===== config.mk =====
export PLATFORM = sky130hd
export DESIGN_NAME = pkt_rr_arbiter_flat
export DESIGN_NICKNAME = d
export VERILOG_FILES = /design/src/rtl/pkt_rr_arbiter_if.sv /design/src/rtl/pkt_rr_arbiter.sv /design/src/flat_wrapper.sv
export SDC_FILE = /design/constraint.sdc
export NUM_CORES = 1
export LEC_CHECK = 0
export ABC_CLOCK_PERIOD_IN_PS = 1900
export CAP_MARGIN = 40
export CORE_MARGIN = 1.5
export CORE_UTILIZATION = 28
export CTS_BUF_LIST = sky130_fd_sc_hd__clkbuf_8
export DETAILED_ROUTE_END_ITERATION = 12
export GPL_ROUTABILITY_DRIVEN = 0
export PLACE_DENSITY = 0.78
export SYNTH_ARGS = -nofsm -noshare
export SYNTH_HDL_FRONTEND = slang
export SYNTH_SLANG_ARGS = --single-unit

===== constraint.sdc =====
create_clock -name clk -period 1.9 [get_ports clk]
set_clock_uncertainty 0.2 [all_clocks]
set_input_delay 0.38 -clock clk [delete_from_list [all_inputs] [get_ports clk]]
set_output_delay 0.38 -clock clk [all_outputs]
set_load 0.05 [all_outputs]

===== src/rtl/pkt_rr_arbiter_if.sv =====
// Bus bundle between the packet arbiter, its input FIFOs and the downstream output FIFO.
// The master modport is the arbiter's view; slave is the FIFO/environment view.
interface pkt_rr_arbiter_if #(
  parameter int NPORT = 4,
  parameter int DW    = 34
);
  logic [NPORT-1:0]    empty;
  logic [NPORT*DW-1:0] idata;
  logic [NPORT-1:0]    rd_en;
  logic                ordy;
  logic                wr_en;
  logic [DW-1:0]       odata;
  logic [NPORT-1:0]    grant;
  logic                busy;
  logic                err;

  modport master (
    input  empty, idata, ordy,
    output rd_en, wr_en, odata, grant, busy, err
  );

  modport slave (
    output empty, idata, ordy,
    input  rd_en, wr_en, odata, grant, busy, err
  );
endinterface


===== src/rtl/pkt_rr_arbiter.sv =====
// Packet-level round-robin arbiter: grants one input FIFO for a whole packet and
// streams its flits into the downstream FIFO until the tail (or truncation) passes.
module pkt_rr_arbiter #(
  parameter int NPORT  = 4,
  parameter int DW     = 34,
  parameter int PKTLEN = 8,
  parameter int CW     = 4
) (
  input  logic             clk,
  input  logic             rst_,
  pkt_rr_arbiter_if.master bus
);

  localparam int PW = (NPORT > 1) ? $clog2(NPORT) : 1;

  typedef enum logic {IDLE, XFER} state_t;

  state_t           state, state_nxt;
  logic [NPORT-1:0] grant_q, grant_nxt;
  logic [PW-1:0]    owner_q, owner_nxt;
  logic [PW-1:0]    ptr_q, ptr_nxt;
  logic [CW-1:0]    cnt_q, cnt_nxt;
  logic             err_q, err_nxt;

  logic [DW-1:0]    head [NPORT];
  logic [NPORT-1:0] eligible;
  logic [NPORT-1:0] bad_head;

  // Flit type in the top two bits: 01 head, 00 body, 10 tail, 11 single.
  // Bit 0 marks "starts a packet", bit 1 marks "ends a packet".
  for (genvar i = 0; i < NPORT; i++) begin : g_port
    assign head[i]     = bus.idata[i*DW +: DW];
    assign eligible[i] = ~bus.empty[i] &  head[i][DW-2];
    assign bad_head[i] = ~bus.empty[i] & ~head[i][DW-2];
  end

  logic          found;
  logic [PW-1:0] winner;
  logic [PW-1:0] idx_b;

  always_comb begin
    found  = 1'b0;
    winner = '0;
    idx_b  = '0;
    for (int k = 1; k <= NPORT; k++) begin
      idx_b = PW'((int'(ptr_q) + k) % NPORT);
      if (!found && eligible[idx_b]) begin
        found  = 1'b1;
        winner = idx_b;
      end
    end
  end

  logic [DW-1:0] cur;
  logic [1:0]    ctype;
  logic          xfer;
  logic          at_limit;
  logic          pkt_end;
  logic          trunc;
  logic          mid_head;

  always_comb begin
    cur      = head[owner_q];
    ctype    = cur[DW-1:DW-2];
    xfer     = (state == XFER) && !bus.empty[owner_q];
    at_limit = (cnt_q == CW'(PKTLEN - 1));
    pkt_end  = xfer && (ctype[1] || at_limit);
    trunc    = xfer && !ctype[1] && at_limit;
    mid_head = xfer && ctype[0] && (cnt_q != '0);
  end

  logic [NPORT-1:0] rd_en_c;
  logic             wr_en_c;
  logic [DW-1:0]    odata_c;

  // The FIFO pop and downstream push are the same event, so odata is zero whenever no push happens.
  always_comb begin
    rd_en_c = '0;
    wr_en_c = 1'b0;
    odata_c = '0;
    if (xfer) begin
      rd_en_c[owner_q] = 1'b1;
      wr_en_c          = 1'b1;
      odata_c          = cur;
    end
  end

  always_comb begin
    state_nxt = state;
    grant_nxt = grant_q;
    owner_nxt = owner_q;
    ptr_nxt   = ptr_q;
    cnt_nxt   = cnt_q;
    err_nxt   = err_q;
    case (state)
      IDLE: begin
        if (|bad_head) err_nxt = 1'b1;
        if (bus.ordy && found) begin
          state_nxt         = XFER;
          grant_nxt         = '0;
          grant_nxt[winner] = 1'b1;
          owner_nxt         = winner;
          cnt_nxt           = '0;
        end
      end
      XFER: begin
        // A stalled owner simply holds the grant; there is no timeout.
        if (xfer) begin
          if (trunc || mid_head) err_nxt = 1'b1;
          if (pkt_end) begin
            state_nxt = IDLE;
            grant_nxt = '0;
            ptr_nxt   = owner_q;
            cnt_nxt   = '0;
          end else begin
            cnt_nxt = cnt_q + 1'b1;
          end
        end
      end
      default: state_nxt = IDLE;
    endcase
  end

  // Pointer resets to the last port so port 0 wins the first arbitration.
  always_ff @(posedge clk or posedge rst_) begin
    if (rst_) begin
      state   <= IDLE;
      grant_q <= '0;
      owner_q <= '0;
      ptr_q   <= PW'(NPORT - 1);
      cnt_q   <= '0;
      err_q   <= 1'b0;
    end else begin
      state   <= state_nxt;
      grant_q <= grant_nxt;
      owner_q <= owner_nxt;
      ptr_q   <= ptr_nxt;
      cnt_q   <= cnt_nxt;
      err_q   <= err_nxt;
    end
  end

  assign bus.rd_en = rd_en_c;
  assign bus.wr_en = wr_en_c;
  assign bus.odata = odata_c;
  assign bus.grant = grant_q;
  assign bus.busy  = (state == XFER);
  assign bus.err   = err_q;

endmodule


===== src/flat_wrapper.sv =====
// flat-port wrapper written by rule: the top's interface ports become plain ports
module pkt_rr_arbiter_flat 
#(
  parameter int NPORT  = 4,
  parameter int DW     = 34,
  parameter int PKTLEN = 8,
  parameter int CW     = 4
)
  (clk, rst_, bus_empty, bus_idata, bus_ordy, bus_rd_en, bus_wr_en, bus_odata, bus_grant, bus_busy, bus_err);
  pkt_rr_arbiter_if #(.NPORT(NPORT), .DW(DW)) bus_i ();
  input  logic clk;
  input  logic rst_;
  input wire logic [$bits(bus_i.empty)-1:0] bus_empty;
  input wire logic [$bits(bus_i.idata)-1:0] bus_idata;
  input wire logic [$bits(bus_i.ordy)-1:0] bus_ordy;
  output wire logic [$bits(bus_i.rd_en)-1:0] bus_rd_en;
  output wire logic [$bits(bus_i.wr_en)-1:0] bus_wr_en;
  output wire logic [$bits(bus_i.odata)-1:0] bus_odata;
  output wire logic [$bits(bus_i.grant)-1:0] bus_grant;
  output wire logic [$bits(bus_i.busy)-1:0] bus_busy;
  output wire logic [$bits(bus_i.err)-1:0] bus_err;
  assign bus_i.empty = bus_empty;
  assign bus_i.idata = bus_idata;
  assign bus_i.ordy = bus_ordy;
  assign bus_rd_en = bus_i.rd_en;
  assign bus_wr_en = bus_i.wr_en;
  assign bus_odata = bus_i.odata;
  assign bus_grant = bus_i.grant;
  assign bus_busy = bus_i.busy;
  assign bus_err = bus_i.err;
  pkt_rr_arbiter #(.NPORT(NPORT), .DW(DW), .PKTLEN(PKTLEN), .CW(CW)) u_core (.clk(clk), .rst_(rst_), .bus(bus_i));
endmodule

==> summary.md <==
| Metric | Value |
|---|---|
| Status | `complete, but fails checks` |
| Failing checks | `setup timing` |
| Vias in the first global route | `2746` |
| Register area share after synthesis | `18.1%` |
| Leak | `2.07 nW` |
| Minimum clock period | `2.42 ns` |
| Dpl hpwl | `7810 um` |
| Syn Inst Count | `174` |
| Distinct cells, synth | `38` |
| Hold buffer count at CTS | `0` |
| M1 wire length | `3360 um` |
| First-pass GRT wire length | `14100 um` |
| Max frequency | `0.413 GHz` |
| Total number of vias | `2504` |
| Port bufs | `187` |
| Unrepaired setup endpoints after global routing | `true` |
| Largest net degree at the start of global routing | `20` |
| VDD IR max | `0.000916 V` |
| Clk root buf | `clkbuf_8` |
| Crit-path cells | `buf_6 > buf_12 > mux4_2 > and2b_4 > buf_8` |
| Syn Nets | `319` |
| Top Layer Used | `met4` |
| Synth top area share | `39.2%` |
| Area grow syn2layout | `157%` |
| Worst path max stage delay | `0.52 ns` |
| Setup TNS | `-21.26 ns` |
| Area leader, netlist | `mux4_2` |
| Top cells by count, synth | `nor2b_1 (36), mux4_2 (34), dfrtp_1 (12), inv_1 (10), nand2_1 (9)` |
| Post-synth EDFFs | `0` |
| # setup viols final | `51` |
| GRT Overall Usage | `24.6%` |
| Clock tree from TritonCTS | `done` |
| Slowest cell on the critical path | `mux4_2` |
| Worst-skew pair later-pin latency | `0.25 ns` |
| Asr flop ratio synth | `100%` |
| Worst hold path type | `in2async` |
| Clock-pin slew on the worst setup and hold paths | `0.07 ns` |
| Setup ws final | `-0.521 ns` |
| Syn avg cell area | `11.2 sq um` |
| Detailed Route WL | `9730 um` |
| Most common flop cell mapped by yosys | `dfrtp_1` |
| Final core occ | `74.2%` |
| DR pass1 iterations | `4` |
| Synth Register Bits | `14` |
| Slew margin rel. | `62.6%` |
| GRT overflow | `0` |
| Dpl cells | `462` |
| Period utilization | `127%` |
| Startpoint Class | `flop` |
| Final hold vios | `0` |
| Drt drc | `0` |
| Iteration-0 DRC Markers | `80` |
| Initial antenna violation count | `0` |
| Final slew viol count | `0` |
| Crit path max fanout | `7` |
| Die area | `0.00749 sq mm` |
| Die Span Y | `86.5 um` |
| P per Cell Area | `1540 mW/mm^2` |
| Reg2reg setup slack | `-0.37 ns` |
| CP endpoint kind | `primary output` |
| Non-Filler Instances | `482` |
| Vias per cell | `5.20` |
| ANT nets after route | `0` |
| CORE AREA | `0.00676 sq mm` |
| Initial Utilization | `28.9%` |
| Die width | `86.5 um` |
| Routed wl met3 | `874 um` |
| Warnings from Yosys | `0` |
| Max-Cap Viols | `0` |
| Synth area leaders | `mux4_2 (39%), dfrtp_1 (15%), nor2b_1 (12%), dfstp_2 (2.7%), mux2_4 (2.3%)` |
| DR WL/cell | `20.2 um` |
| Cell Rows | `30` |
| Share of cells above drive strength 1 | `49.8%` |
| Cells on worst reg2reg path | `7` |
| # H-tree levels | `1` |
| Setup slack at placement | `-0.612 ns` |
| Most common cell in the synthesized netlist | `nor2b_1` |
| Number of I/O pins | `188` |
| WP data required | `1.32 ns` |
| Total power | `7.72 mW` |
| Routed wl met2 | `5180 um` |
| Slew at the pin closest to its max-slew limit | `0.561 ns` |
| Crit path DAT | `1.84 ns` |
| Clk sinks | `14` |
| CTS max path bufs | `2` |
| Ant diodes | `0` |
| Worst setup path class | `reg2out` |
| NumNets Final | `548` |
| Total CTS buffers | `3` |
| Synth Cell Area | `0.00195 sq mm` |
## final cells by class
| cell class | count | area, sq um |
|---|---|---|
| timing repair buffer | 238 | 2580 |
| multi-input combinational | 136 | 1890 |
| fill | 464 | 1750 |
| sequential | 14 | 357 |
| tap | 80 | 100 |
| clock buffer | 3 | 41.3 |
| inverter | 10 | 41.3 |
| clock inverter | 1 | 3.75 |
## per-layer routing
metal | vias to the layer above | GRT usage, %
li1 | 1136 | -
met2 | 126 | 46.2
met3 | 24 | 7.05
met5 | - | 0
met4 | 0 | 9.38
met1 | 1218 | 25.7
## worst max-delay path: cells and delay by family (launching register included)
| family | cells | cell delay (ns) |
|---|---|---|
| DFF | 1 | 0.48 |
| buffers and inverters | 3 | 0.40 |
| and+or+nand+nor | 1 | 0.19 |
| muxes | 1 | 0.52 |
## what timing repair did
action / 4_1_cts / 5_1_grt
endpoints found under the setup margin: 53 / 53
cloned: 1 / 1
pin swaps: 3 / 1
gates resized for setup: 66 / 29
setup buffers: 10 / 7
## flip-flops by register name (all words and copies together) (netlist names)
| name | flops |
|---|---|
| u_core.bus.grant | 4 |
| u_core.ptr_q | 2 |
| u_core.bus.busy | 1 |
| u_core.bus.err | 1 |
| u_core.owner_q | 2 |
| u_core.cnt_q | 4 |
## cells by family after synthesis
group / synth area share, %
compound gates: 12.4
fa+ha+maj: 1.28
mux: 42.0
flops: 18.1
buf+inv: 5.70
simple gates: 20.5
## where the power goes
group          leakage (nW)  total (mW)  internal, mW  switching [mW]
Sequential            0.171       0.585         0.424           0.160
Clock                0.0269       0.254         0.143           0.111
Combinational          1.87        6.89          3.51            3.38
## stage by stage
stage,hold WS [ns],instance area (sq um)
floorplan,0.0677,2320
global placement,0.278,4460
detailed placement,0.291,4460
CTS,0.288,4840
global route,0.298,5010
finish,0.277,5010
## final timing paths
path / from / end
worst max-delay path: u_core.owner_q[0]$_DFFE_PP0P_ / bus_odata[0]
worst min-delay path: rst_ / u_core.bus.grant[1]$_DFFE_PP0P_
worst max register to register: u_core.owner_q[0]$_DFFE_PP0P_ / u_core.ptr_q[0]$_DFFE_PP1P_
worst min register to register: u_core.bus.err$_DFFE_PP0P_ / u_core.bus.err$_DFFE_PP0P_
max in group asynchronous: rst_ / u_core.owner_q[0]$_DFFE_PP0P_
min in group clk: u_core.bus.err$_DFFE_PP0P_ / u_core.bus.err$_DFFE_PP0P_
## cells in the final DEF, fill, tap and decap left out, types with 8 or more instances in the layout
| cell type | netlist | routed |
|---|---|---|
| buf_8 | 0 | 14 |
| clkdlybuf4s50_1 | 0 | 134 |
| buf_12 | 0 | 14 |
| mux4_2 | 34 | 34 |
| buf_4 | 3 | 34 |
| nor2b_4 | 0 | 31 |
| inv_1 | 10 | 10 |
| nand2_1 | 9 | 8 |
| buf_6 | 1 | 32 |
| dfrtp_1 | 12 | 9 |
No activity file was read; power rests on OpenSTA's default activity.
